[src/rtl/dtc_share_sched_if.sv]
// dtc_share_sched_if: request/response bundle between the requesters, the
// shared combinational classifier and the dtc_share_sched scheduler.
// The slave modport is the scheduler's view; the master modport is the
// environment (requesters, classifier, downstream consumer).
// Parameters must match the ones given to the dtc_share_sched instance.
`timescale 1ns/1ps

interface dtc_share_sched_if #(
    parameter int NREQ  = 4,
    parameter int IN_W  = 12,
    parameter int CLS_W = 3
);
    localparam int ID_W = $clog2(NREQ);

    logic [NREQ-1:0]      req_valid;
    logic [NREQ*IN_W-1:0] req_data;
    logic [NREQ-1:0]      req_ready;
    logic [IN_W-1:0]      cls_inp;
    logic [CLS_W-1:0]     cls_outp;
    logic                 rsp_valid;
    logic [CLS_W-1:0]     rsp_class;
    logic [ID_W-1:0]      rsp_id;
    logic                 rsp_ready;

    modport master (
        output req_valid, req_data, cls_outp, rsp_ready,
        input  req_ready, cls_inp, rsp_valid, rsp_class, rsp_id
    );

    modport slave (
        input  req_valid, req_data, cls_outp, rsp_ready,
        output req_ready, cls_inp, rsp_valid, rsp_class, rsp_id
    );
endinterface

[src/rtl/dtc_share_sched.sv]
// dtc_share_sched: time-shares one combinational classifier among NREQ
// requesters. A round-robin arbiter grants one requester, its feature vector
// is registered onto cls_inp, the class code is captured one cycle later and
// held on the response port until the downstream handshake.
// Optional build macro DTC_SHARE_SCHED_STATS_EN adds per-class saturating
// 16-bit response counters on output stat_cnt.
// NREQ must be a power of two between 2 and 8 (the arbiter pointer wraps by
// natural overflow of its log2(NREQ)-bit width).
`timescale 1ns/1ps

module dtc_share_sched #(
    parameter int NREQ  = 4,
    parameter int IN_W  = 12,
    parameter int CLS_W = 3
) (
    input  logic                        clk,
    input  logic                        rst_n,
    dtc_share_sched_if.slave            bus
`ifdef DTC_SHARE_SCHED_STATS_EN
    ,
    output logic [(2**CLS_W)*16-1:0]    stat_cnt
`endif
);

    localparam int ID_W = $clog2(NREQ);

    typedef enum logic [1:0] {
        IDLE = 2'd0,
        EVAL = 2'd1,
        HOLD = 2'd2
    } state_t;

    state_t             state_q,      state_d;
    logic [ID_W-1:0]    last_grant_q, last_grant_d;
    logic [IN_W-1:0]    cls_inp_q,    cls_inp_d;
    logic               rsp_valid_q,  rsp_valid_d;
    logic [CLS_W-1:0]   rsp_class_q,  rsp_class_d;
    logic [ID_W-1:0]    rsp_id_q,     rsp_id_d;

    logic               any_req;
    logic [ID_W-1:0]    win_idx;
    logic [ID_W-1:0]    arb_cand;
    logic               grant;
    logic               rsp_hs;
    logic [NREQ-1:0]    req_ready_c;

    // Round-robin search: first active requester after the last grant, wrapping.
    always_comb begin
        any_req  = 1'b0;
        win_idx  = last_grant_q;
        arb_cand = last_grant_q;
        for (int k = 1; k <= NREQ; k++) begin
            arb_cand = last_grant_q + ID_W'(k);
            if (!any_req && bus.req_valid[arb_cand]) begin
                any_req = 1'b1;
                win_idx = arb_cand;
            end
        end
    end

    // Response handshake only exists while a result is being held.
    assign rsp_hs = (state_q == HOLD) && rsp_valid_q && bus.rsp_ready;

    // Next-state and datapath updates; a grant is suppressed while reset is low
    // so no accept strobe escapes during reset.
    always_comb begin
        state_d      = state_q;
        last_grant_d = last_grant_q;
        cls_inp_d    = cls_inp_q;
        rsp_valid_d  = rsp_valid_q;
        rsp_class_d  = rsp_class_q;
        rsp_id_d     = rsp_id_q;
        grant        = 1'b0;
        req_ready_c  = '0;

        case (state_q)
            IDLE: begin
                grant = any_req;
            end
            EVAL: begin
                // cls_inp was loaded last cycle, so cls_outp is settled now;
                // last_grant still names the requester that owns it.
                rsp_valid_d = 1'b1;
                rsp_class_d = bus.cls_outp;
                rsp_id_d    = last_grant_q;
                state_d     = HOLD;
            end
            HOLD: begin
                if (rsp_hs) begin
                    rsp_valid_d = 1'b0;
                    grant       = any_req;
                    if (!any_req) begin
                        state_d = IDLE;
                    end
                end
            end
            default: begin
                state_d = IDLE;
            end
        endcase

        grant = grant && rst_n;

        if (grant) begin
            last_grant_d = win_idx;
            state_d      = EVAL;
            for (int i = 0; i < NREQ; i++) begin
                if (ID_W'(i) == win_idx) begin
                    req_ready_c[i] = 1'b1;
                    cls_inp_d      = bus.req_data[i*IN_W +: IN_W];
                end
            end
        end
    end

    // State, arbiter pointer and response registers.
    always_ff @(posedge clk) begin
        if (!rst_n) begin
            state_q      <= IDLE;
            last_grant_q <= ID_W'(NREQ - 1);
            cls_inp_q    <= '0;
            rsp_valid_q  <= 1'b0;
            rsp_class_q  <= '0;
            rsp_id_q     <= '0;
        end else begin
            state_q      <= state_d;
            last_grant_q <= last_grant_d;
            cls_inp_q    <= cls_inp_d;
            rsp_valid_q  <= rsp_valid_d;
            rsp_class_q  <= rsp_class_d;
            rsp_id_q     <= rsp_id_d;
        end
    end

    assign bus.req_ready = req_ready_c;
    assign bus.cls_inp   = cls_inp_q;
    assign bus.rsp_valid = rsp_valid_q;
    assign bus.rsp_class = rsp_class_q;
    assign bus.rsp_id    = rsp_id_q;

`ifdef DTC_SHARE_SCHED_STATS_EN
    localparam int NCLS = 2**CLS_W;

    // Packed so that counter k lands in bits [k*16 +: 16] of stat_cnt.
    logic [NCLS-1:0][15:0] stat_q, stat_d;

    // Bump the counter for the class being handed off, sticking at all-ones.
    always_comb begin
        stat_d = stat_q;
        if (rsp_hs && (stat_q[rsp_class_q] != 16'hFFFF)) begin
            stat_d[rsp_class_q] = stat_q[rsp_class_q] + 16'd1;
        end
    end

    // Counter registers.
    always_ff @(posedge clk) begin
        if (!rst_n) begin
            stat_q <= '0;
        end else begin
            stat_q <= stat_d;
        end
    end

    assign stat_cnt = stat_q;
`endif

endmodule
[src/flat_wrapper.sv]
// flat-port wrapper written by rule: the top's interface ports become plain ports
module dtc_share_sched_flat 
#(
    parameter int NREQ  = 4,
    parameter int IN_W  = 12,
    parameter int CLS_W = 3
)
  (clk, rst_n, bus_req_valid, bus_req_data, bus_cls_outp, bus_rsp_ready, bus_req_ready, bus_cls_inp, bus_rsp_valid, bus_rsp_class, bus_rsp_id);
  dtc_share_sched_if #(.NREQ(NREQ), .IN_W(IN_W), .CLS_W(CLS_W)) bus_i ();
  input  logic clk;
  input  logic rst_n;
  input wire logic [$bits(bus_i.req_valid)-1:0] bus_req_valid;
  input wire logic [$bits(bus_i.req_data)-1:0] bus_req_data;
  input wire logic [$bits(bus_i.cls_outp)-1:0] bus_cls_outp;
  input wire logic [$bits(bus_i.rsp_ready)-1:0] bus_rsp_ready;
  output wire logic [$bits(bus_i.req_ready)-1:0] bus_req_ready;
  output wire logic [$bits(bus_i.cls_inp)-1:0] bus_cls_inp;
  output wire logic [$bits(bus_i.rsp_valid)-1:0] bus_rsp_valid;
  output wire logic [$bits(bus_i.rsp_class)-1:0] bus_rsp_class;
  output wire logic [$bits(bus_i.rsp_id)-1:0] bus_rsp_id;
  assign bus_i.req_valid = bus_req_valid;
  assign bus_i.req_data = bus_req_data;
  assign bus_i.cls_outp = bus_cls_outp;
  assign bus_i.rsp_ready = bus_rsp_ready;
  assign bus_req_ready = bus_i.req_ready;
  assign bus_cls_inp = bus_i.cls_inp;
  assign bus_rsp_valid = bus_i.rsp_valid;
  assign bus_rsp_class = bus_i.rsp_class;
  assign bus_rsp_id = bus_i.rsp_id;
  dtc_share_sched #(.NREQ(NREQ), .IN_W(IN_W), .CLS_W(CLS_W)) u_core (.clk(clk), .rst_n(rst_n), .bus(bus_i));
endmodule
[config.mk]
export PLATFORM = sky130hd
export DESIGN_NAME = dtc_share_sched_flat
export DESIGN_NICKNAME = d
export VERILOG_FILES = /design/src/rtl/dtc_share_sched_if.sv /design/src/rtl/dtc_share_sched.sv /design/src/flat_wrapper.sv
export SDC_FILE = /design/constraint.sdc
export NUM_CORES = 1
export LEC_CHECK = 0
export BUFFER_PORTS_ARGS = -buffer_cell sky130_fd_sc_hd__clkbuf_2
export CORE_MARGIN = 4
export CORE_UTILIZATION = 45
export CTS_CLUSTER_SIZE = 25
export DETAILED_ROUTE_END_ITERATION = 8
export PLACE_DENSITY_LB_ADDON = 0.25
export SLEW_MARGIN = 10
export SYNTH_ARGS = -nofsm -noshare
export SYNTH_HDL_FRONTEND = slang
export SYNTH_SLANG_ARGS = --single-unit
[constraint.sdc]
create_clock -name clk -period 3.13 [get_ports clk]
set_clock_uncertainty 0.2 [all_clocks]
set_input_delay 0.626 -clock clk [delete_from_list [all_inputs] [get_ports clk]]
set_output_delay 0.626 -clock clk [all_outputs]
set_load 0.05 [all_outputs]
Word level (Yosys, flattened, before mapping)
Cells that the tools add are included.

Register bits: 22. Input bits: 58. Output and inout port bits: 22. Logic and storage cells: 77.

Eq/ne operators: 10. Reductions and logical operators: 18. Multiplexer cells: 33. Bitwise gates (word level): 2. Add/subtract/negate cells: 3. Magnitude comparators: 4.

Operator list (number): two-way mux 12 bit (4); two-way mux 1 bit (15); less-than comparator 2 x 3 -> 1 bit, second input constant (4); two-way mux 2 bit (6); binary-select mux 1 bit (select 2 bit) (4); logical AND 1 bit (6); one-hot mux 2 bit (3 select lines) (1); AND reduction 3 bit (2); adder 2 bit, second input constant (2); equality test 2 bit, first input constant (2); logical NOT 2 bit (2); two-way mux 4 bit (1); inequality test 2 x 1 -> 1 bit, second input constant (2); one-hot mux 1 bit (2 select lines) (2); AND reduction 2 bit (2); nonzero test 4 bit (1); logical NOT 1 bit (3); inequality test 3 x 1 -> 1 bit, second input constant (1); inequality test 3 bit, second input constant (1); adder 2 x 1 -> 2 bit, second input constant (1); equality test 1 x 2 -> 1 bit, first input constant (1); equality test 2 x 1 -> 1 bit, second input constant (1); equality test 2 bit, second input constant (1); inequality test 2 bit, second input constant (1); 3 further kinds (4).

Logic depth before layout (Yosys ltp)
Depth in word-level cells: 18. Depth in mapped cells: 7. Depth with buffers taken out: 5.

Worst setup path before layout
OpenSTA, ideal clock, no wires.

Path kind: reg-to-output. Start: reg u_core.rsp_valid_q, in the netlist u_core.bus.rsp_valid. End: out bus_req_ready[0]. Buffers on the path: 2. Setup slack: -0.355 ns. Data arrival time: 2.659 ns. Data required time: 2.304 ns. Stages on the path, launching flop included: 8. Path through: dfxtp_1 > nand2_1 > a221oi_1 > and2_1 > buf_2 > buf_2 > nand2_1 > nor3_1.

Word-level cells in the longest chain between the ends: 6.

Ends and longest elaborated chain: start: declaration (line dtc_share_sched.sv:36) `logic rsp_valid_q, rsp_valid_d;`; start signal: assignment (line dtc_share_sched.sv:129) `rsp_valid_q <= rsp_valid_d;`; logical AND 1 bit (2 in a row) (line dtc_share_sched.sv:62) `assign rsp_hs = (state_q == HOLD) && rsp_valid_q && bus.rsp_ready;`; two-way mux 1 bit (line dtc_share_sched.sv:89) `if (rsp_hs) begin`; one-hot mux 1 bit (2 select lines) (line dtc_share_sched.sv:76) `case (state_q)`; logical AND 1 bit (line dtc_share_sched.sv:102) `grant = grant && rst_n;`; two-way mux 4 bit (line dtc_share_sched.sv:104) `if (grant) begin`; end: declaration (line flat_wrapper.sv:16) `output wire logic [$bits(bus_i.req_ready)-1:0] bus_req_ready;`.

Every way passes these cells.

Final worst setup path
Start: in bus_req_valid[3]. End: out bus_req_ready[3].

Word-level cells in the longest chain between the ends: 16. Elaborated cells between the ends (all ways): 28. Those cells by class: 1 x eq/ne; 20 x mux; 7 x reduce/logical.

Ends and longest elaborated chain: start: declaration (line flat_wrapper.sv:12) `input wire logic [$bits(bus_i.req_valid)-1:0] bus_req_valid;`; binary-select mux 1 bit (select 2 bit) (line dtc_share_sched.sv:54) `if (!any_req && bus.req_valid[arb_cand]) begin`; two-way mux 1 bit (not written as such) (line dtc_share_sched.sv:54); two-way mux 1 bit (line dtc_share_sched.sv:54); logical NOT 1 bit (line dtc_share_sched.sv:54); logical AND 1 bit (line dtc_share_sched.sv:54); two-way mux 1 bit (line dtc_share_sched.sv:54); logical NOT 1 bit (line dtc_share_sched.sv:54); logical AND 1 bit (line dtc_share_sched.sv:54); two-way mux 1 bit (line dtc_share_sched.sv:54); logical NOT 1 bit (line dtc_share_sched.sv:54); logical AND 1 bit (line dtc_share_sched.sv:54); two-way mux 1 bit (line dtc_share_sched.sv:54); two-way mux 1 bit (line dtc_share_sched.sv:89); one-hot mux 1 bit (2 select lines) (line dtc_share_sched.sv:76); logical AND 1 bit (line dtc_share_sched.sv:102); two-way mux 4 bit * (line dtc_share_sched.sv:104).

Mark *: on every way between the ends. The rest lies on a longest branch, timed or not. The select of a mux whose other input is x is not followed.

==> impl_metrics.toml <==
[placement]
placedInstanceArea_um2 = 1758
gp_congestion = 0.8191
dpl.hpwl_um = 3142
io_buffer_count = 79

[setup_path]
arrival_ps = 2110
worst_setup_path_end_kind = "primary output"
crit-reg2reg-launch = "u_core.last_grant_q[1]"
ff2ff_path_depth = 4
worstSetupPathType = "in2out"
r2r_slack_ps = 1020
crit_end = "bus_req_ready[3]"
crit_path_start_kind = "primary input"
timing.rr.end = "u_core.bus.cls_inp[9]"
required_ps = 2300
startpoint = "bus_req_valid[3]"
path_max_fanout = 13

[sta]
drv_slew = 0
period_needed_ps = 2940
rsz0062_at_grt = "no"
relSlewSlack = 0.3450
setup_viol = 0
fin_hold_ws_ps = 278.3
finalHoldViolations = 0
setup_tns_ps = 0
finalCritPeriodShare = 0.9395
tightest_slew_ps = 976.7
max_freq_mhz = 340.1

[global_route]
track_usage = 0.2054
overflow = 0
grt_pass1_vias = 1391
grt_pass1_wl_um = 5878
grt_max_degree = 14
antenna_found_initial = 0

[yosys]
yosysMostFrequentCell = "dfxtp_1"
yosysSeqAreaShare = 0.3356
synth_ff_type = "dfxtp_1"
syn_nets = 204
synth-async-reset-ratio = 0
synth_commonest_cells = "22 x dfxtp_1, 15 x nand2_1, 14 x inv_1"
syn_avg_cell_area_um2 = 8.990
synth_edf_count = 0
netlist_area_um2 = 1313
synth_top_area_cell = "dfxtp_1"
ys_ff_latch = 22
syn_inst = 146
synth_top_area_frac = 0.3356
synth.distinct_cells = 31
synthTopCellsByArea = "dfxtp_1 34%, a32o_1 9.2%, o221ai_2 9.2%"
yosysWarnings = 0

[worst_hold_path]
holdPathStages = 1
hold_path_class = "reg2reg"

[floorplan]
die_x_um = 62.01
core_area_um2 = 2781
io_pins = 80
die-area_um2 = 3845
rows = 19
initial_core_util = 0.4719
dieHeight_um = 62.01

[finish]
syn_to_final_growth_pct = 36.70
diodes = 0
fill_cells = 253
final_area_um2 = 1794
fin_nets = 286
drive_above_1_share = 0.4714

[job]
maxCapViolCount = 0

[drt]
vias = 1432
routed_wl_um = 3921
first_pass_iters = 4
ant_nets = 0
wl_per_cell_um = 15.20
vias_per_cell = 5.550
initialDrtViolationCount = 76
drc = 0

[cts]
clkLatencyLatePin_ps = 310
h-tree-depth = 1
numCtsBuffers = 3
clkTransAtPathRegs_ps = 120
post_cts_buffers = 0
cts.sinks = 22
clk_path_buf_depth = 2
ctsHoldBuffers = 0
cts_tree = "built"
cts-resized-gates = 0
root_buffer = "clkbuf_4"

[pwr]
intPower_w = 0.0006041
clkPwrFrac = 0.144
combPwrFrac = 0.521
p_per_area_nw_per_um2 = 611.7
netSwitchingFraction = 0.4495
p_sw_w = 0.0004934
p_leak_nw = 0.8697
peakVddDrop_uv = 371.8
seqPwrFrac = 0.335

[outcome]
status = "complete, no violations"
-- cell type report --
class / count / area, um2 / area share
clock buffers: 4 / 36.28 / 0.02022
repair buffers: 87 / 455.4 / 0.2538
multi-input cells: 99 / 767.0 / 0.4275
flip-flops and latches: 22 / 440.4 / 0.2455
well taps: 31 / 38.79 / 0.02162
inverters: 15 / 56.30 / 0.03138
-- worst max-delay path: stages --
cell	delay, ps
clkbuf_2	110
nor2b_2	180
o31ai_2	820
nor2b_1	90
clkbuf_2	270
-- how the worst min path moves through the flow --
stage	from	to	slack (ps)
3_3_place_gp	u_core.bus.cls_inp[2]	u_core.bus.cls_inp[2]	250
4_1_cts	u_core.bus.cls_inp[7]	u_core.bus.cls_inp[7]	280
5_1_grt	u_core.bus.cls_inp[10]	u_core.bus.cls_inp[10]	310
6_report	u_core.bus.cls_inp[7]	u_core.bus.cls_inp[7]	280
2_1_floorplan	u_core.state_q[1]	u_core.bus.rsp_valid	250
3_5_place_dp	u_core.bus.cls_inp[7]	u_core.bus.cls_inp[7]	260
-- power groups by stage --
stage               Combinational (W)  Sequential, W  Clock, W
finish                       0.000572       0.000367  0.000158
detailed placement           0.000575       0.000373         0
global placement             0.000559       0.000370         0
floorplan                    0.000280       0.000517         0
global route                 0.000614       0.000373  0.000173
CTS                          0.000576       0.000367  0.000164
-- through the flow --
stage | worst slack [ps] | utilization | total power (W) | std cells
after global routing | 2.294 | 0.6451 | 0.001160 | 258
final | 189.5 | 0.6451 | 0.001097 | 258
after CTS | 150.6 | 0.6451 | 0.001107 | 258
after global placement | 247.2 | 0.6320 | 0.0009294 | 254
after detailed placement | 147.4 | 0.6320 | 0.0009484 | 254
after floorplan | 31.22 | - | 0.0007971 | 146
-- cell usage in the layout (no fill, tap or decap), drive strengths merged --
master / Yosys / final
o221ai: 12 / 12
or2: 2 / 2
a22oi: 2 / 2
o31ai: 2 / 2
buf: 8 / 8
clkbuf: 2 / 83
dfxtp: 22 / 22
a21oi: 3 / 3
mux2i: 5 / 5
nor2: 6 / 6
o21ai: 5 / 5
nand2: 15 / 15
nor2b: 12 / 12
and2: 1 / 1
o22a: 12 / 12
nor3: 2 / 2
o22ai: 1 / 1
inv: 15 / 15
a32o: 12 / 12
a221oi: 1 / 1
nor4: 1 / 1
nand2b: 3 / 3
o21a: 2 / 2
-- routing by layer --
layer,vias up,wire length [um],global-route usage
met2,68,1946,0.3728
met3,6,393,0.02893
met5,-,0,0
met1,648,1523,0.2374
met4,0,57,0.08788
li1,710,-,-
-- state kept, by name, indices dropped and copies added (netlist names) --
register              count
u_core.bus.cls_inp       12
u_core.bus.rsp_class      3
u_core.bus.rsp_id         2
u_core.last_grant_q       2
u_core.state_q            2
u_core.bus.rsp_valid      1
-- cells by family after synthesis --
logic type / Yosys count / share of synthesized area
AOI/OAI and AO/OA: 52 / 0.3699
buffers and inverters: 25 / 0.08769
DFF: 22 / 0.3356
muxes: 5 / 0.03813
and+or+nand+nor: 42 / 0.1687
(Power assumes the default switching activity.)
